### src/rtl/wi23_defs.sv
// Shared widths for the wi23 core: instruction/PC width and instruction-memory address width.
package wi23_defs;
    localparam int unsigned PC_WIDTH   = 16;
    localparam int unsigned IMEM_DEPTH = 10;
endpackage

### src/rtl/fetch_unit_if.sv
// Fetch-side bus: instruction-memory port plus the fetch/decode slot handshake.
interface fetch_unit_if;
    import wi23_defs::*;

    logic [IMEM_DEPTH-1:0] imem_addr_o;
    logic [PC_WIDTH-1:0]   imem_inst_i;
    logic                  if_valid_o;
    logic                  if_ready_i;
    logic [PC_WIDTH-1:0]   if_inst_o;
    logic [PC_WIDTH-1:0]   if_pc_o;
    logic [PC_WIDTH-1:0]   if_pc_next_o;

    modport master (
        output imem_addr_o,
        input  imem_inst_i,
        output if_valid_o,
        input  if_ready_i,
        output if_inst_o,
        output if_pc_o,
        output if_pc_next_o
    );

    modport slave (
        input  imem_addr_o,
        output imem_inst_i,
        input  if_valid_o,
        output if_ready_i,
        input  if_inst_o,
        input  if_pc_o,
        input  if_pc_next_o
    );
endinterface

### src/rtl/fetch_unit.sv
// Instruction fetch stage: owns the PC, addresses instruction memory, fills the decode slot.
// Optional FETCH_PERF_EN adds fetch/stall performance counters.
module fetch_unit
    import wi23_defs::*;
#(
    parameter logic [PC_WIDTH-1:0] RESET_PC = '0
) (
    input  logic                clk,
    input  logic                rst_n,
    fetch_unit_if.master        bus,
    input  logic                redirect_i,
    input  logic [PC_WIDTH-1:0] redirect_pc_i,
    input  logic                halt_i
`ifdef FETCH_PERF_EN
    ,
    output logic [31:0]         perf_fetch_o,
    output logic [31:0]         perf_stall_o
`endif
);

    localparam logic [PC_WIDTH-1:0] PC_LSB_CLR = ~PC_WIDTH'(1);
    localparam logic [PC_WIDTH-1:0] PC_STEP    = PC_WIDTH'(2);

    typedef enum logic [1:0] {BOOT, RUN, HALT} state_e;

    state_e              state_q, state_d;
    logic [PC_WIDTH-1:0] pc_q, pc_d;
    logic                valid_q, valid_d;
    logic [PC_WIDTH-1:0] inst_q, inst_d;
    logic [PC_WIDTH-1:0] ipc_q, ipc_d;
    logic [PC_WIDTH-1:0] ipc_next_q, ipc_next_d;
    logic                stalled;
    logic                capture;

    always_ff @(posedge clk or negedge rst_n) begin
        if (!rst_n) begin
            state_q    <= BOOT;
            pc_q       <= RESET_PC & PC_LSB_CLR;
            valid_q    <= 1'b0;
            inst_q     <= '0;
            ipc_q      <= '0;
            ipc_next_q <= '0;
        end else begin
            state_q    <= state_d;
            pc_q       <= pc_d;
            valid_q    <= valid_d;
            inst_q     <= inst_d;
            ipc_q      <= ipc_d;
            ipc_next_q <= ipc_next_d;
        end
    end

    always_comb begin
        state_d    = state_q;
        pc_d       = pc_q;
        valid_d    = valid_q;
        inst_d     = inst_q;
        ipc_d      = ipc_q;
        ipc_next_d = ipc_next_q;
        stalled    = valid_q && !bus.if_ready_i;
        capture    = 1'b0;

        // Redirect outranks halt, stall and capture, and always resumes in RUN.
        if (redirect_i) begin
            pc_d    = redirect_pc_i & PC_LSB_CLR;
            valid_d = 1'b0;
            state_d = RUN;
        end else begin
            case (state_q)
                BOOT: state_d = RUN;
                RUN: begin
                    if (halt_i) begin
                        valid_d = 1'b0;
                        state_d = HALT;
                    end else if (!stalled) begin
                        capture = 1'b1;
                    end
                end
                HALT:    state_d = HALT;
                default: state_d = BOOT;
            endcase
        end

        if (capture) begin
            inst_d     = bus.imem_inst_i;
            ipc_d      = pc_q;
            ipc_next_d = pc_q + PC_STEP;
            valid_d    = 1'b1;
            pc_d       = pc_q + PC_STEP;
        end
    end

    // Memory samples the address on the falling edge, so it comes from the register only.
    assign bus.imem_addr_o  = pc_q[IMEM_DEPTH:1];
    assign bus.if_valid_o   = valid_q;
    assign bus.if_inst_o    = inst_q;
    assign bus.if_pc_o      = ipc_q;
    assign bus.if_pc_next_o = ipc_next_q;

`ifdef FETCH_PERF_EN
    logic [31:0] perf_fetch_q, perf_fetch_d;
    logic [31:0] perf_stall_q, perf_stall_d;

    always_ff @(posedge clk or negedge rst_n) begin
        if (!rst_n) begin
            perf_fetch_q <= '0;
            perf_stall_q <= '0;
        end else begin
            perf_fetch_q <= perf_fetch_d;
            perf_stall_q <= perf_stall_d;
        end
    end

    always_comb begin
        perf_fetch_d = perf_fetch_q;
        perf_stall_d = perf_stall_q;
        if (capture) begin
            perf_fetch_d = perf_fetch_q + 32'd1;
        end
        if (state_q == RUN && stalled) begin
            perf_stall_d = perf_stall_q + 32'd1;
        end
    end

    assign perf_fetch_o = perf_fetch_q;
    assign perf_stall_o = perf_stall_q;
`endif

endmodule

### src/flat_wrapper.sv
// flat-port wrapper written by rule: the top's interface ports become plain ports
module fetch_unit_flat import wi23_defs::*;
#(
    parameter logic [PC_WIDTH-1:0] RESET_PC = '0
)
  (clk, rst_n, redirect_i, redirect_pc_i, halt_i, bus_imem_addr_o, bus_imem_inst_i, bus_if_valid_o, bus_if_ready_i, bus_if_inst_o, bus_if_pc_o, bus_if_pc_next_o);
  fetch_unit_if bus_i ();
  input  logic clk;
  input  logic rst_n;
  input  logic redirect_i;
  input  logic [PC_WIDTH-1:0] redirect_pc_i;
  input  logic halt_i;
  output wire logic [$bits(bus_i.imem_addr_o)-1:0] bus_imem_addr_o;
  input wire logic [$bits(bus_i.imem_inst_i)-1:0] bus_imem_inst_i;
  output wire logic [$bits(bus_i.if_valid_o)-1:0] bus_if_valid_o;
  input wire logic [$bits(bus_i.if_ready_i)-1:0] bus_if_ready_i;
  output wire logic [$bits(bus_i.if_inst_o)-1:0] bus_if_inst_o;
  output wire logic [$bits(bus_i.if_pc_o)-1:0] bus_if_pc_o;
  output wire logic [$bits(bus_i.if_pc_next_o)-1:0] bus_if_pc_next_o;
  assign bus_imem_addr_o = bus_i.imem_addr_o;
  assign bus_i.imem_inst_i = bus_imem_inst_i;
  assign bus_if_valid_o = bus_i.if_valid_o;
  assign bus_i.if_ready_i = bus_if_ready_i;
  assign bus_if_inst_o = bus_i.if_inst_o;
  assign bus_if_pc_o = bus_i.if_pc_o;
  assign bus_if_pc_next_o = bus_i.if_pc_next_o;
  fetch_unit #(.RESET_PC(RESET_PC)) u_core (.clk(clk), .rst_n(rst_n), .bus(bus_i), .redirect_i(redirect_i), .redirect_pc_i(redirect_pc_i), .halt_i(halt_i));
endmodule
### config.mk
export PLATFORM = sky130hd
export DESIGN_NAME = fetch_unit_flat
export DESIGN_NICKNAME = d
export VERILOG_FILES = /design/src/rtl/wi23_defs.sv /design/src/rtl/fetch_unit_if.sv /design/src/rtl/fetch_unit.sv /design/src/flat_wrapper.sv
export SDC_FILE = /design/constraint.sdc
export NUM_CORES = 1
export LEC_CHECK = 0
export BUFFER_PORTS_ARGS = -buffer_cell sky130_fd_sc_hd__buf_2
export CAP_MARGIN = 20
export CORE_UTILIZATION = 50
export CTS_CLUSTER_DIAMETER = 80
export DETAILED_ROUTE_END_ITERATION = 8
export PLACE_DENSITY = 0.84
export SYNTH_ARGS = -nofsm -noshare
export SYNTH_HDL_FRONTEND = slang
export SYNTH_SLANG_ARGS = --single-unit
export TNS_END_PERCENT = 20
### constraint.sdc
create_clock -name clk -period 2 [get_ports clk]
set_input_delay 0.5 -clock clk [delete_from_list [all_inputs] [get_ports clk]]
set_output_delay 0.5 -clock clk [all_outputs]
set_load 0.02 [all_outputs]
==> impl_metrics.ini <==
[timing]
final_max_slew_viol_count = 0
max_freq_ghz = 0.555
final.min_clock_period_ns = 1.80
rsz0062_at_grt = false
setup_violations = 0
fin_crit_sh_pct = 90.2
fin_skew_ns = 0.00904
tns_ns = 0
final_hold_viol_count = 0

[logic_synthesis]
avgSynthCellArea_um2 = 8.86
synth_ff_type = dfrtp_1
synth_area_um2 = 3000
synth-seq-cells = 64
synthMuxAreaShare_pct = 0.667
synth_cell_types = 33
synth_compound_area_share_pct = 8.17
synth_top_family_by_area = simple AND/OR/NAND/NOR gates
synth-simple-area-share_pct = 25.2
synth-edff-count = 0
synth-async-reset-ratio_pct = 100
yosys_warnings = 0
seq_area_frac_synth_pct = 53.3
synth_xor_area_share_pct = 5.25
netlist_instances = 339
synth_adder_area_share_pct = 1.25

[clocking]
clkTransAtPathRegs_ns = 0.07
postCtsHoldBufs = 0
cts_tree = done
clk_latency_ns = 0.35
cts.htree.levels = 3
numCtsBuffers = 9
root_buffer = clkbuf_8
clockBufferDepth = 2
clock-sinks = 64

[layout]
final_common_cell = nand2_1
final_util_pct = 67.6
antennaDiodeCount = 0
syn2layout_area_growth_pct = 27.0
nets = 472
drive_gt1_share_pct = 29.7
final_area_um2 = 3810
layout_common_cells = 120 x nand2_1, 92 x buf_2, 64 x dfrtp_1
fillers = 448
fin_cells = 509

[status]
outcome = finished clean

[grt]
grt_util_all_layers_pct = 25.1
grt.busiest_layer = met2
first_global_vias = 2421
antenna_found_initial = 0
grt_pass1_wl_um = 11800
overflow = 0
grtUsageMet2_pct = 37.2
grt_use_met1_pct = 34.1
grt_start_max_net_pins = 65
grt_use_met3_pct = 5.83

[setup_path]
cp.arrival_ns = 2.07
critPathCaptureType = flip-flop
r2r_cells = 6
regToRegEndpoint = u_core.pc_q[11]$_DFFE_PN0P_
critical_path.endpoint = u_core.pc_q[11]$_DFFE_PN0P_
critPathLaunchType = flip-flop
r2r-start = u_core.state_q[1]$_DFFE_PN0P_
crit_fanout = 4
crit_required_ns = 2.27
cp-startpoint = u_core.state_q[1]$_DFFE_PN0P_
rrSetupSlack_ns = 0.20
worstSetupPathType = reg -> reg

[floorplanning]
num_rows = 27
coreArea_um2 = 5640
die-width_um = 79.5
ioPinCount = 96
initial_core_util_pct = 53.2
fp.dieH_um = 79.5
die-area_um2 = 6320

[route]
drcViolationCount = 0
first_iter_violations = 222
viasPerCell = 5.22
postRouteAntennaNets = 0
routed_wire_length_per_instance_um = 14.0
vias = 2655
wl_um = 7130
first_pass_iters = 4

[place]
gp_congestion = 0.882
hpwl_um = 4980
dp_cells = 493
post_dp_cell_area_um2 = 3580
port_buffers = 92

[power]
power_per_cell_area_nw_per_um2 = 1370
p_leak_uw = 0.00192
vdd_drop_max_uv = 673

[hold_path]
hp-class = in -> async

[flow_run]
drv_cap = 0
[logic make-up (layout without fill, tap and decap cells)]
logic type,count (synthesis),after routing
AND/OR/NAND/NOR,173,173
flip-flops,64,64
AO/OA/AOI/OAI,43,43
buffers and inverters,35,132
XOR/XNOR,18,18
adder cells (fa/ha/maj),3,3
multiplexers,2,2
other,1,2
[how the worst min path moves through the flow]
| stage | to | depth (start not counted) | start |
|---|---|---|---|
| after floorplan | u_core.bus.if_inst_o[0]$_DFFE_PN0N_ | 0 | rst_n |
| after global placement | u_core.bus.if_inst_o[10]$_DFFE_PN0N_ | 2 | u_core.bus.if_inst_o[10]$_DFFE_PN0N_ |
| after detailed placement | u_core.bus.if_inst_o[1]$_DFFE_PN0N_ | 2 | u_core.bus.if_inst_o[1]$_DFFE_PN0N_ |
| after CTS | u_core.bus.if_inst_o[11]$_DFFE_PN0N_ | 2 | rst_n |
| after global routing | u_core.bus.if_inst_o[11]$_DFFE_PN0N_ | 2 | rst_n |
| final | u_core.bus.if_inst_o[11]$_DFFE_PN0N_ | 2 | rst_n |
[registers in the layout, indices dropped and copies added (netlist names)]
signal / flops
u_core.state_q: 2
u_core.bus.if_valid_o: 1
u_core.bus.if_inst_o: 16
u_core.bus.if_pc_o: 15
u_core.bus.if_pc_next_o: 15
u_core.pc_q: 15
[layout make-up]
class,count,area [um^2],share of cell area (%)
sequential,64,1600,42.0
clock inverter,6,91.3,2.40
multi-input combinational,241,1240,32.4
tap,72,90.1,2.36
inverter,6,22.5,0.591
clock buffer,10,138,3.61
timing repair buffer,110,633,16.6
[report_power, final]
part	switching, uW	internal [uW]	total (uW)
clock network	524	739	1260
registers	262	1770	2030
logic	1260	662	1920
[cell usage after synthesis, types with 2 or more instances]
cell type | instances | share of area (%)
a21oi_1 | 2 | 0.33
a31oi_1 | 8 | 1.7
and3_1 | 2 | 0.42
buf_2 | 3 | 0.50
buf_4 | 12 | 3.0
clkbuf_1 | 14 | 1.7
dfrtp_1 | 64 | 53
ha_1 | 3 | 1.3
inv_1 | 5 | 0.63
mux2i_1 | 2 | 0.67
nand2_1 | 120 | 15
nand2b_1 | 3 | 0.63
nand3_1 | 10 | 1.7
nand4_1 | 3 | 0.63
nor2_1 | 12 | 1.5
nor2b_1 | 2 | 0.42
nor3_1 | 7 | 1.2
nor4_1 | 3 | 0.63
o21ai_0 | 25 | 4.2
o31ai_1 | 6 | 1.5
or4_1 | 5 | 1.3
xnor2_1 | 14 | 4.1
xor2_1 | 4 | 1.2
[metal layers]
metal,up-vias,part of all wire [%]
met1,1250,43
li1,1289,-
met2,104,48
met5,-,0
met3,12,7.6
met4,0,1.8
[timing repair]
item	in CTS	in global routing
resized for setup	0	1
setup buffers	0	0
setup endpoints to repair	0	5
[critical path, stage by stage (launching register included)]
cell and delay (ns):
dfrtp_1 0.39, inv_1 0.09, ha_1 0.19, nor2b_2 0.22, nand2_1 0.14, or4_1 0.53
a31oi_1 0.18
[per-stage QoR]
| step | power (uW) | hold slack [ns] | setup WS (ns) |
|---|---|---|---|
| global route | 5540 | 0.163 | 0.0750 |
| finish | 5210 | 0.146 | 0.197 |
| detailed placement | 3970 | 0.457 | 0.111 |
| global placement | 3900 | 0.452 | 0.200 |
| CTS | 5250 | 0.156 | 0.101 |
| floorplan | 3240 | 0.204 | 0.138 |
(Power assumes the default switching activity.)
